[src/rtl/addr_sched.sv]
// addr_sched: address-logic scheduler.
//
// Arbitrates jump, data and fetch requests, drives the one-hot select to the
// address adder, the PC load enable, the address-valid qualifier and the
// single-cycle completion pulses. Every output is decoded from the registered
// state, plus the data mode latched at the data grant.
//
// Ports
//   clk        in   single clock, rising edge
//   ResetN     in   asynchronous active-low reset
//   FetchReq   in   instruction-fetch request, held until FetchAck
//   JumpReq    in   relative-jump request, held until JumpAck
//   DataReq    in   data-access request, held until DataAck
//   DataMode   in   1 = R+I, 0 = R+0; sampled at data grant
//   MemReady   in   memory completes the current access this cycle
//   ResetPC, PCplusI, PCplus1, RplusI, Rplus0
//              out  one-hot address select; all low = PC pass-through
//   EnablePC   out  load PC from address-logic output
//   AddrValid  out  address-logic output is a valid memory address
//   FetchAck, JumpAck, DataAck
//              out  single-cycle completion pulses
//   Busy       out  high in every state except IDLE
module addr_sched #(
  parameter int unsigned STREAK_MAX = 3
) (
  input  logic clk,
  input  logic ResetN,
  input  logic FetchReq,
  input  logic JumpReq,
  input  logic DataReq,
  input  logic DataMode,
  input  logic MemReady,
  output logic ResetPC,
  output logic PCplusI,
  output logic PCplus1,
  output logic RplusI,
  output logic Rplus0,
  output logic EnablePC,
  output logic AddrValid,
  output logic FetchAck,
  output logic JumpAck,
  output logic DataAck,
  output logic Busy
);

  typedef enum logic [2:0] {
    RSTPC,
    IDLE,
    JUMP,
    FETCH,
    INC,
    DATA,
    DACK
  } state_t;

  localparam logic [2:0] SMAX = 3'(STREAK_MAX);

  state_t     state, nstate;
  logic [2:0] streak, streak_nx;
  logic       mode, mode_nx;
  logic       fetch_wins;

  always_ff @(posedge clk or negedge ResetN) begin
    if (!ResetN) begin
      state  <= RSTPC;
      streak <= '0;
      mode   <= 1'b0;
    end else begin
      state  <= nstate;
      streak <= streak_nx;
      mode   <= mode_nx;
    end
  end

  // A pending fetch overtakes data once data has won STREAK_MAX times in a row.
  assign fetch_wins = FetchReq && (streak == SMAX);

  always_comb begin
    nstate    = state;
    streak_nx = streak;
    mode_nx   = mode;
    case (state)
      RSTPC: nstate = IDLE;
      IDLE: begin
        if (JumpReq) begin
          nstate = JUMP;
        end else if (DataReq && !fetch_wins) begin
          nstate  = DATA;
          mode_nx = DataMode;
          if (streak < SMAX) begin
            streak_nx = streak + 3'd1;
          end
        end else if (FetchReq) begin
          nstate    = FETCH;
          streak_nx = '0;
        end
      end
      JUMP:  nstate = IDLE;
      FETCH: if (MemReady) nstate = INC;
      INC:   nstate = IDLE;
      DATA:  if (MemReady) nstate = DACK;
      DACK:  nstate = IDLE;
      default: nstate = RSTPC;
    endcase
  end

  always_comb begin
    ResetPC   = 1'b0;
    PCplusI   = 1'b0;
    PCplus1   = 1'b0;
    RplusI    = 1'b0;
    Rplus0    = 1'b0;
    EnablePC  = 1'b0;
    AddrValid = 1'b0;
    FetchAck  = 1'b0;
    JumpAck   = 1'b0;
    DataAck   = 1'b0;
    Busy      = (state != IDLE);
    case (state)
      RSTPC: begin
        ResetPC  = 1'b1;
        EnablePC = 1'b1;
      end
      JUMP: begin
        PCplusI  = 1'b1;
        EnablePC = 1'b1;
        JumpAck  = 1'b1;
      end
      FETCH: AddrValid = 1'b1;
      INC: begin
        PCplus1  = 1'b1;
        EnablePC = 1'b1;
        FetchAck = 1'b1;
      end
      DATA: begin
        AddrValid = 1'b1;
        RplusI    = mode;
        Rplus0    = !mode;
      end
      DACK: DataAck = 1'b1;
      default: ;
    endcase
  end

endmodule

[config.mk]
export PLATFORM = sky130hd
export DESIGN_NAME = addr_sched
export DESIGN_NICKNAME = d
export VERILOG_FILES = /design/src/rtl/addr_sched.sv
export SDC_FILE = /design/constraint.sdc
export NUM_CORES = 1
export LEC_CHECK = 0
export ABC_AREA = 1
export ABC_CLOCK_PERIOD_IN_PS = 1400
export CORE_MARGIN = 3
export CORE_UTILIZATION = 39
export DETAILED_ROUTE_END_ITERATION = 7
export PLACE_DENSITY = 0.7
export SKIP_LAST_GASP = 1
export SYNTH_ARGS = -nofsm -noshare
export SYNTH_HDL_FRONTEND = slang
export SYNTH_SLANG_ARGS = --single-unit
[constraint.sdc]
create_clock -name clk -period 1.4 [get_ports clk]
set_input_delay 0.14 -clock clk [delete_from_list [all_inputs] [get_ports clk]]
set_output_delay 0.14 -clock clk [all_outputs]
set_load 0.02 [all_outputs]
== After elaboration in Yosys (flattened, before gate mapping) ==
Cells that the tools add are included.
Storage, ports and cells
  register bits: 7
  latch bits: 0
  memory bits (writable): 0
  memory bits (read-only): 0
  bits of input ports: 7
  output and inout bits: 11
  word-level logic and storage cells: 47
  memories kept: 0
Operators by class
  add/sub/neg operators: 1
  multiply operators: 0
  divide/modulo/power cells: 0
  order comparisons: 1
  equal/unequal tests: 12
  shift operators: 0
  muxes and demuxes: 17
  bitwise gates (word level): 1
  reductions and logical operators: 12
Operators with widths (count)
  $mux 3: 8
  $pmux 3 s4: 1
  $eq 3x2->1 const B: 3
  $eq 3x3->1 const B: 3
  $mux 1: 8
  $reduce_and 3->1: 2
  $ne 2x2->1 const B: 2
  $ne 4x4->1 const B: 1
  $reduce_and 4->1: 1
  $reduce_or 4->1: 1
  $add 3x1->3 const B: 1
  $eq 3x1->1 const B: 1
  $logic_not 3->1: 1
  $lt 3x2->1 const B: 1
  $ne 3x1->1 const B: 1
  $reduce_or 3->1: 1
  $logic_and 1x1->1: 2
  $logic_not 1->1: 2
  $ne 2x1->1 const B: 1
  $reduce_bool 2->1: 1
  $reduce_or 2->1: 1
  $not 1->1: 1

== Longest topological paths before layout ==
Gate-level depths: netlist of the first run.
  depth after elaboration: 7
  mapped depth: 9

== Least setup slack after synthesis of the first run ==
Ideal clock, no wire load.
  kind: reg-to-output
  start point: register state[0]
  end point: output PCplusI
  data arrival time: 1.311 ns
  setup slack: -0.051 ns
  cell stages (with the launch flop): 4
  buffers on the path: 2
  cell sequence: dfrtp_1 -> buf_4 -> nor3_1 -> buf_4
On the way
  longest elaborated chain between the ends: 2
RTL lines
  start: declaration: line 58  | state_t state, nstate;
  start signal: assignment: line 69  | state <= nstate;
  $eq 3x2->1
  $mux 1
  end: declaration: line 34  | output logic PCplusI,
No other way between the ends.

== Final worst setup path of the first run ==
  start point: register streak[0]
  end point: register state[2]
On the way
  longest elaborated chain between the ends: 7
RTL lines
  start: declaration: line 59  | logic [2:0] streak, streak_nx;
  start signal: assignment: line 70  | streak <= streak_nx;
  $eq 3x2->1 *: line 76  | assign fetch_wins = FetchReq && (streak == SMAX);
  $logic_and 1x1->1 *: line 76
  $logic_not 1->1 *: line 87  | end else if (DataReq && !fetch_wins) begin
  $logic_and 1x1->1 *: line 87
  $mux 3: line 87
  $mux 3: line 85  | if (JumpReq) begin
  $pmux 3 s4: line 82  | case (state)
Mark *: on every way between the ends. The rest lies on a longest branch, timed or not.
A chain may end at the register's enable or synchronous reset.

==> flow_summary.yaml, run 1 <==
floorplan:
  dieArea_um2: 1850
  coreArea_um2: 1190
  rows: 12
  die_y_um: 43.0
  initial_utilization_pct: 45.0
  boundaryPins: 18
  dieWidth_um: 43.0
critical_path:
  path_max_fanout: 4
  max_stage_delay_ps: 390
  rr_startpoint: "streak[0]"
  startpoint: "streak[0]"
  cp_cell_sequence: "ha_2 -> ha_4 -> nand2_4 -> nand2_4 -> nand2_4 -> inv_1 -> nand2_4 -> nand3_2 -> nand2_1"
  end_kind: "flip-flop"
  path_buf_inv: 1
  crit_arrival_ps: 1530
  path_delay_family: "simple AND/OR/NAND/NOR gates"
  cpMostUsedCell: "nand2_4"
  slowest_stage: "dfrtp_1"
  crit_required_ps: 1580
  startpoint_type: "flip-flop"
  path_class: "flip-flop to flip-flop"
yosys:
  syn-num-nets: 83
  yosys.area.top_type: "dfrtp_1"
  yosysSeqAreaShare_pct: 32.8
  synth_cell_types: 16
  yosys_warnings: 0
  ys_ff_latch: 7
  synthTopCellsByArea: "dfrtp_1 (33%), nand2_1 (14%), inv_1 (6.3%)"
  synth_top_area_share_pct: 32.8
  syn_area_um2: 534
  syn-instance-count: 74
  avgSynthCellArea_um2: 7.22
sta:
  fin_crit_ps: 1360
  rsz0062_at_grt: "true"
  worst_pin_slew_ps: 286
  finalHoldViolations: 0
  relSlewSlack_pct: 80.9
  setup_violations: 0
  final_max_slew_viol_count: 0
  finalClockSkew_ps: 2.56
  clock.fmax_mhz: 737
  post-route-period-util_pct: 97.0
clocking:
  root_buffer: "clkbuf_4"
  hold_buffers: 0
  cts.clk_slew.worst_paths_ps: 50
  cts_made_buffers: 3
  cts_tree: "built"
  cts_sinks: 7
  clk_latency_ps: 240
  cts_buffer_depth: 2
  htreeDepth: 1
route:
  drt_iter0_markers: 12
  avgViaCountPerCell: 4.90
  ant_nets: 0
  num_vias: 588
  drc: 0
  routed_wl_um: 1390
  wire_per_inst_um: 11.5
  dr.pass1.iters: 4
job:
  drv_cap: 0
status:
  status: "completed"
layout:
  drive_above_1_share_pct: 50.0
  finalNetCount: 116
  fill_cells: 107
  multi_input_area_um2: 362
  register_area_um2: 178
  final_cell_mix: "nand2_1 (17), buf_4 (14), inv_1 (9)"
  stdcell_area_um2: 848
  layout_commonest_cell: "nand2_1"
  syn_to_final_growth_pct: 58.8
  antenna_cells: 0
global_route:
  grt_max_degree: 8
  grt_pass1_wl_um: 2210
  grtUsageTotal_pct: 16.0
  first_global_vias: 530
  grt-ovfl-total: 0
  antenna_found_initial: 0
power_and_ir_drop:
  p_leak_uw: 0.000478
  finalPower_uw: 1740
  vdd_ir_drop_max_mv: 1.31
  pwr_density_cell_nw_per_um2: 2050
place:
  hpwl_um: 1040
  routabilityCongestion: 0.821
  placed_area_um2: 787
  io_buffers: 17
worst_hold_path:
  worstHoldPathType: "input port to asynchronous set/reset pin"
[power breakdown]
group	switching, uW	internal [uW]
sequential	95.2	297
clock	65.0	108
combinational	674	501
[sequential cells by signal (all words and copies together), names as in the netlist]
| register | flops |
|---|---|
| mode | 1 |
| state | 3 |
| streak | 3 |
[worst register-to-register path, cell delays in order (launching register included)]
cell	delay (ps)
dfrtp_1	390
ha_2	210
ha_4	160
nand2_4	70
nand2_4	70
nand2_4	80
inv_1	80
nand2_4	90
nand3_2	80
nand2_1	60
[stage by stage]
step	setup slack [ps]	hold WS, ps	util [%]	setup TNS, ps	cells
floorplan	60.2	-156	-	0	74
global placement	-114	414	66.4	-854	113
detailed placement	-142	409	66.4	-1210	113
CTS	-37.6	142	71.2	-46.8	120
global route	-39.4	164	71.5	-93.9	120
finish	42.4	141	71.5	0	120
[metal layers]
layer | share of wire (%) | global-route usage (%) | routed length, um
met1 | 45 | 20.6 | 620
met2 | 50 | 25.1 | 698
met3 | 4.0 | 1.27 | 56
met4 | 0.65 | 10.8 | 9
met5 | 0 | 0 | 0
[kinds of logic after synthesis]
kind of cell / count (synthesis) / share of synthesized area (%)
AOI/OAI and AO/OA: 2 / 1.87
adders and majority gates: 2 / 4.68
buffers and inverters: 15 / 12.6
DFF: 7 / 32.8
and+or+nand+nor: 48 / 48.0
[path summary, 6_finish.rpt]
check                             to  slack, ps  depth (start not counted)
max                         state[2]         40                          9
max reg2reg                 state[2]         40                          9
min reg2reg                streak[2]        480                          2
max in group asynchronous   state[2]       1020                          1
min                        streak[2]        140                          1
min in group clk                mode        440                          3
[cell usage after synthesis]
cell type / n
inv_2: 3
dfrtp_1: 7
buf_4: 3
a21oi_1: 1
nand3_4: 1
nand2_2: 3
nor3_1: 2
nor2_1: 7
nor2_4: 2
nand3_2: 3
ha_1: 2
o21ai_1: 1
nand3_1: 5
nand2_1: 20
nand4_1: 5
inv_1: 9
[timing repair]
item                                    CTS  global route
gates cloned                              0             0
gates resized for setup                  36            22
endpoints found under the setup margin   17            15
setup buffers                             3             0
pin swaps                                 4             4
[cell type report]
type	instances	area share, %
well taps	14	2.06
flip-flops and latches	7	20.9
inverters	12	5.31
multi-input cells	52	42.6
repair buffers	31	26.0
clock buffers	4	3.10
Note: power is estimated with default switching activity, not from simulation.
==> run 2, diff against run 1 <==
--- a/config.mk
+++ b/config.mk
@@ -11,7 +11,6 @@
 export CORE_UTILIZATION = 39
 export DETAILED_ROUTE_END_ITERATION = 7
 export PLACE_DENSITY = 0.7
-export SKIP_LAST_GASP = 1
 export SYNTH_ARGS = -nofsm -noshare
 export SYNTH_HDL_FRONTEND = slang
 export SYNTH_SLANG_ARGS = --single-unit
==> run 2 against run 1 <==
Compared with the run above: die area unchanged; total power up 1.3%; register-to-register slack about the same; combinational power about the same; sequential power about the same; critical path type is now flip-flop to output pin; highest routed layer unchanged.
==> flow_summary.yaml, run 2 (same netlist as run 1, synthesis figures left out) <==
status:
  status: "completed"
layout:
  register_area_um2: 178
  reg_top3: "state: 3 flops, streak: 3 flops, mode: 1 flops"
  drive_above_1_share_pct: 48.6
  syn_to_final_growth_pct: 62.3
  multi_input_area_um2: 362
  antenna_cells: 0
  layout_commonest_cell: "nand2_1"
  fin_util_pct: 73.1
  finalNetCount: 117
  final_cell_mix: "nand2_1 (17), buf_4 (14), inv_1 (9)"
  fill_cells: 101
place:
  io_buffers: 17
  hpwl_um: 1040
  routabilityCongestion: 0.821
power_and_ir_drop:
  p_leak_uw: 0.000481
  comb_power_share_pct: 67.9
  pwr_density_cell_nw_per_um2: 2030
  vdd_ir_drop_max_mv: 1.33
  seqPwrFrac_pct: 22.2
  finalPower_uw: 1760
  p_sw_uw: 833
  swShare_pct: 47.2
  clkPwrFrac_pct: 9.8
  internal_power_uw: 930
sta:
  rsz0062_at_grt: "true"
  tns_ps: 0
  fin_crit_ps: 1370
  finalHoldViolations: 0
  final_max_slew_viol_count: 0
  worst_pin_slew_ps: 286
  relSlewSlack_pct: 80.9
  finalClockSkew_ps: 2.56
  setup_violations: 0
  post-route-period-util_pct: 97.9
  clock.fmax_mhz: 729
route:
  drt_iter0_markers: 10
  wire_per_inst_um: 11.5
  ant_nets: 0
  avgViaCountPerCell: 4.80
  num_vias: 581
  drc: 0
  dr.pass1.iters: 4
  routed_wl_um: 1390
critical_path:
  path_class: "flip-flop to output pin"
  crit_required_ps: 1260
  crit_arrival_ps: 1230
  rr_startpoint: "streak[1]"
  startpoint_type: "flip-flop"
  startpoint: "state[2]"
  path_max_fanout: 5
  end_kind: "output pin"
clocking:
  cts_tree: "built"
  cts_made_buffers: 3
  htreeDepth: 1
  cts_sinks: 7
  root_buffer: "clkbuf_4"
  clk_latency_ps: 240
  cts.clk_slew.worst_paths_ps: 50
  cts_buffer_depth: 2
global_route:
  first_global_vias: 530
  grt_max_degree: 8
  grt-ovfl-total: 0
  antenna_found_initial: 0
  grt_pass1_wl_um: 2210
  grtUsageTotal_pct: 16.0
floorplan:
  boundaryPins: 18
  dieWidth_um: 43.0
  dieArea_um2: 1850
  die_y_um: 43.0
  rows: 12
  coreArea_um2: 1190
  initial_utilization_pct: 45.0
job:
  drv_cap: 0
worst_hold_path:
  worstHoldPathType: "input port to asynchronous set/reset pin"
## run 2: changes by cell type in the layout (fill, tap and decap cells not counted), sizes merged
cell         before  now
buf              21   23
clkbuf            8    5
dlygate4sd2       0    2
## run 2: power groups by stage
stage	clock, uW	sequential, uW	combinational (uW)
2_1_floorplan	0	358	683
3_3_place_gp	0	379	1170
3_5_place_dp	0	386	1200
4_1_cts	184	389	1200
5_1_grt	192	402	1320
6_report	173	392	1200
## run 2: cell type report
| class | count | share of cell area, % |
|---|---|---|
| clock buffer | 4 | 3.03 |
| multi-input combinational | 52 | 41.7 |
| tap | 14 | 2.02 |
| inverter | 12 | 5.19 |
| timing repair buffer | 32 | 27.6 |
| sequential | 7 | 20.5 |
## run 2: worst max-delay path: stages (launching register included)
cell and delay [ps]:
dfrtp_2 450, nor3_2 190, dlygate4sd2_1 350
## run 2: timing repair
item / in CTS / in global routing
setup endpoints to repair: 17 / 15
resized for setup: 39 / 16
pin swaps: 4 / 7
setup buffers: 3 / 1
gates cloned: 0 / 0
hold buffers: 0 / 0
## run 2: stage by stage
step / hold WS, ps / instance area, um^2 / worst slack (ps) / instances
6_report: 141 / 867 / 28.8 / 121
4_1_cts: 142 / 847 / -9.20 / 120
3_3_place_gp: 414 / 787 / -114 / 113
5_1_grt: 164 / 867 / -29.7 / 121
2_1_floorplan: -156 / 539 / 60.2 / 74
3_5_place_dp: 409 / 787 / -142 / 113
## run 2: path summary, 6_finish.rpt
| path | end | slack (ps) | cells after the start |
|---|---|---|---|
| max in group asynchronous | state[2] | 1020 | 1 |
| setup / recovery | PCplusI | 30 | 2 |
| hold / removal | streak[2] | 140 | 1 |
| hold reg to reg | streak[2] | 480 | 2 |
| setup reg to reg | state[2] | 40 | 9 |
| min in group clk | mode | 440 | 3 |
## run 2: per-layer routing
metal  up-vias  track usage, %  share of wire [%]
met5         -               0                  0
met4         0            10.8               0.65
met3         2            1.27                4.2
met2        15            25.1                 50
met1       264            20.6                 45
li1        300               -                  -
==> run 3, diff against run 2 <==
==> config.mk (replaced) <==
export PLATFORM = sky130hd
export DESIGN_NAME = addr_sched
export DESIGN_NICKNAME = d
export VERILOG_FILES = /design/src/rtl/addr_sched.sv
export SDC_FILE = /design/constraint.sdc
export NUM_CORES = 1
export LEC_CHECK = 0
export ABC_AREA = 1
export CORE_AREA = 3 3 40 42
export DETAILED_ROUTE_END_ITERATION = 7
export DIE_AREA = 0 0 43 45
export PLACE_DENSITY = 0.69
export SYNTH_ARGS = -nofsm -noshare
export SYNTH_HDL_FRONTEND = slang
export SYNTH_SLANG_ARGS = --single-unit
==> constraint.sdc (replaced) <==
create_clock -name clk -period 1.75 [get_ports clk]
set_input_delay 0.175 -clock clk [delete_from_list [all_inputs] [get_ports clk]]
set_output_delay 0.175 -clock clk [all_outputs]
set_load 0.02 [all_outputs]
==> run 3 against run 2 <==
Compared with the run above: sequential cell count stayed put; clock skew is 3.6 ps higher; global-route usage decreased by 3.1 points; via count shrank 13%; worst hold slack gained 41 ps; critical path type unchanged; highest routed layer is now met3.
==> flow_summary.yaml, run 3 (same netlist as run 1, synthesis figures left out) <==
sta:
  tns_ps: 0
  fin_crit_ps: 1670
  finalClockSkew_ps: 6.12
  post-route-period-util_pct: 95.6
  clock.fmax_mhz: 597
  worst_pin_slew_ps: 309
  setup_violations: 0
  final_max_slew_viol_count: 0
  setup_ws_ps: 76.3
  rsz0062_at_grt: "false"
  finalHoldViolations: 0
  relSlewSlack_pct: 79.3
clocking:
  cts.clk_slew.worst_paths_ps: 50
  cts_sinks: 7
  cts_tree: "built"
  root_buffer: "clkbuf_4"
  htreeDepth: 1
  clk_latency_ps: 250
  cts_made_buffers: 3
  cts_buffer_depth: 2
global_route:
  grt_max_degree: 11
  grt_pass1_wl_um: 1870
  grt-ovfl-total: 0
  antenna_found_initial: 0
  first_global_vias: 459
  grtUsageTotal_pct: 12.9
layout:
  stdcell_count: 107
  fin_util_pct: 56.2
  layout_commonest_cell: "nand2_1"
  final_cell_mix: "nand2_1 (20), inv_1 (9), clkdlybuf4s50_1 (8), dlygate4sd2_1 (8), nor2_1 (7)"
  finalNetCount: 102
  drive_above_1_share_pct: 18.5
  antenna_cells: 0
  syn_to_final_growth_pct: 35.1
  reg_top3: "state: 3 flops, streak: 3 flops, mode: 1 flops"
floorplan:
  initial_utilization_pct: 41.6
  die_y_um: 45
  dieArea_um2: 1940
  boundaryPins: 18
  rows: 13
  coreArea_um2: 1280
  dieWidth_um: 43
power_and_ir_drop:
  clkPwrFrac_pct: 12.2
  internal_power_uw: 586
  vdd_ir_drop_max_mv: 0.844
  comb_power_share_pct: 58.4
  seqPwrFrac_pct: 29.4
  swShare_pct: 49.0
  p_sw_uw: 563
  p_leak_uw: 0.000412
  pwr_density_cell_nw_per_um2: 1590
place:
  hpwl_um: 858
  io_buffers: 17
  routabilityCongestion: 0.751
  post-place-cells: 103
  detailedPlace.worstSlack_ps: 126
critical_path:
  path_class: "flip-flop to output pin"
  crit_arrival_ps: 1500
  startpoint: "state[1]"
  startpoint_type: "flip-flop"
  path_max_fanout: 7
  crit_required_ps: 1570
  rr_startpoint: "streak[0]"
  end_kind: "output pin"
job:
  drv_cap: 0
status:
  status: "completed"
route:
  dr.pass1.iters: 5
  avgViaCountPerCell: 4.74
  drt_iter0_markers: 11
  routed_wl_um: 1040
  wire_per_inst_um: 9.69
  ant_nets: 0
  drc: 0
  num_vias: 507
worst_hold_path:
  worstHoldPathType: "input port to asynchronous set/reset pin"
run 3: changes by cell type in the layout (fill, tap and decap cells not counted), sizes merged:
cell           previous run  this run
dlygate4sd2               2         8
clkdlybuf4s50             6         8
clkbuf                    5         4
dlymetal6s2s              0         1
buf                      23         0
run 3: power by group through the flow:
stage | Combinational [uW] | Sequential [uW] | Clock (uW)
final | 671 | 338 | 140
after global routing | 760 | 350 | 153
after CTS | 683 | 338 | 145
after detailed placement | 727 | 335 | 0
after global placement | 725 | 333 | 0
after floorplan | 541 | 285 | 0
run 3: path summary, 6_finish.rpt:
kind / to / cells past startpoint / slack (ps)
setup / recovery: Busy / 3 / 80
hold / removal: state[1] / 1 / 180
setup reg to reg: state[2] / 9 / 290
hold reg to reg: streak[2] / 2 / 480
max in group asynchronous: state[0] / 1 / 1320
min in group clk: streak[2] / 2 / 480
run 3: metal layers:
metal  GRT usage, %  part of all wire (%)  vias up
li1               -                     -      270
met4           1.81                     0        0
met2           22.5                    48       17
met3           6.37                   9.5        0
met5              0                     0        -
met1           14.8                    42      220
run 3: timing repair:
action / CTS / global route
gates resized for setup: 10 / 1
setup buffers: 0 / 0
setup endpoints to repair: 10 / 1
hold buffers: 0 / 0
run 3: stage by stage:
| stage | total power, uW | hold WS, ps | area (um^2) |
|---|---|---|---|
| 6_report | 1150 | 182 | 722 |
| 5_1_grt | 1260 | 189 | 722 |
| 4_1_cts | 1170 | 188 | 719 |
| 3_5_place_dp | 1060 | 453 | 701 |
| 3_3_place_gp | 1060 | 451 | 701 |
| 2_1_floorplan | 827 | -121 | 534 |
run 3: final cells by class:
class                      instances  area, um^2
clock buffer                       4        26.3
fill                             125         563
inverter                          12        45.0
multi-input combinational         52         292
sequential                         7         178
tap                               15        18.8
timing repair buffer              17         163
run 3: worst max-delay path, cell delays in order, from the launching register on:
cell	delay, ps
dfrtp_1	410
inv_2	110
nand3_4	120
clkdlybuf4s50_1	610
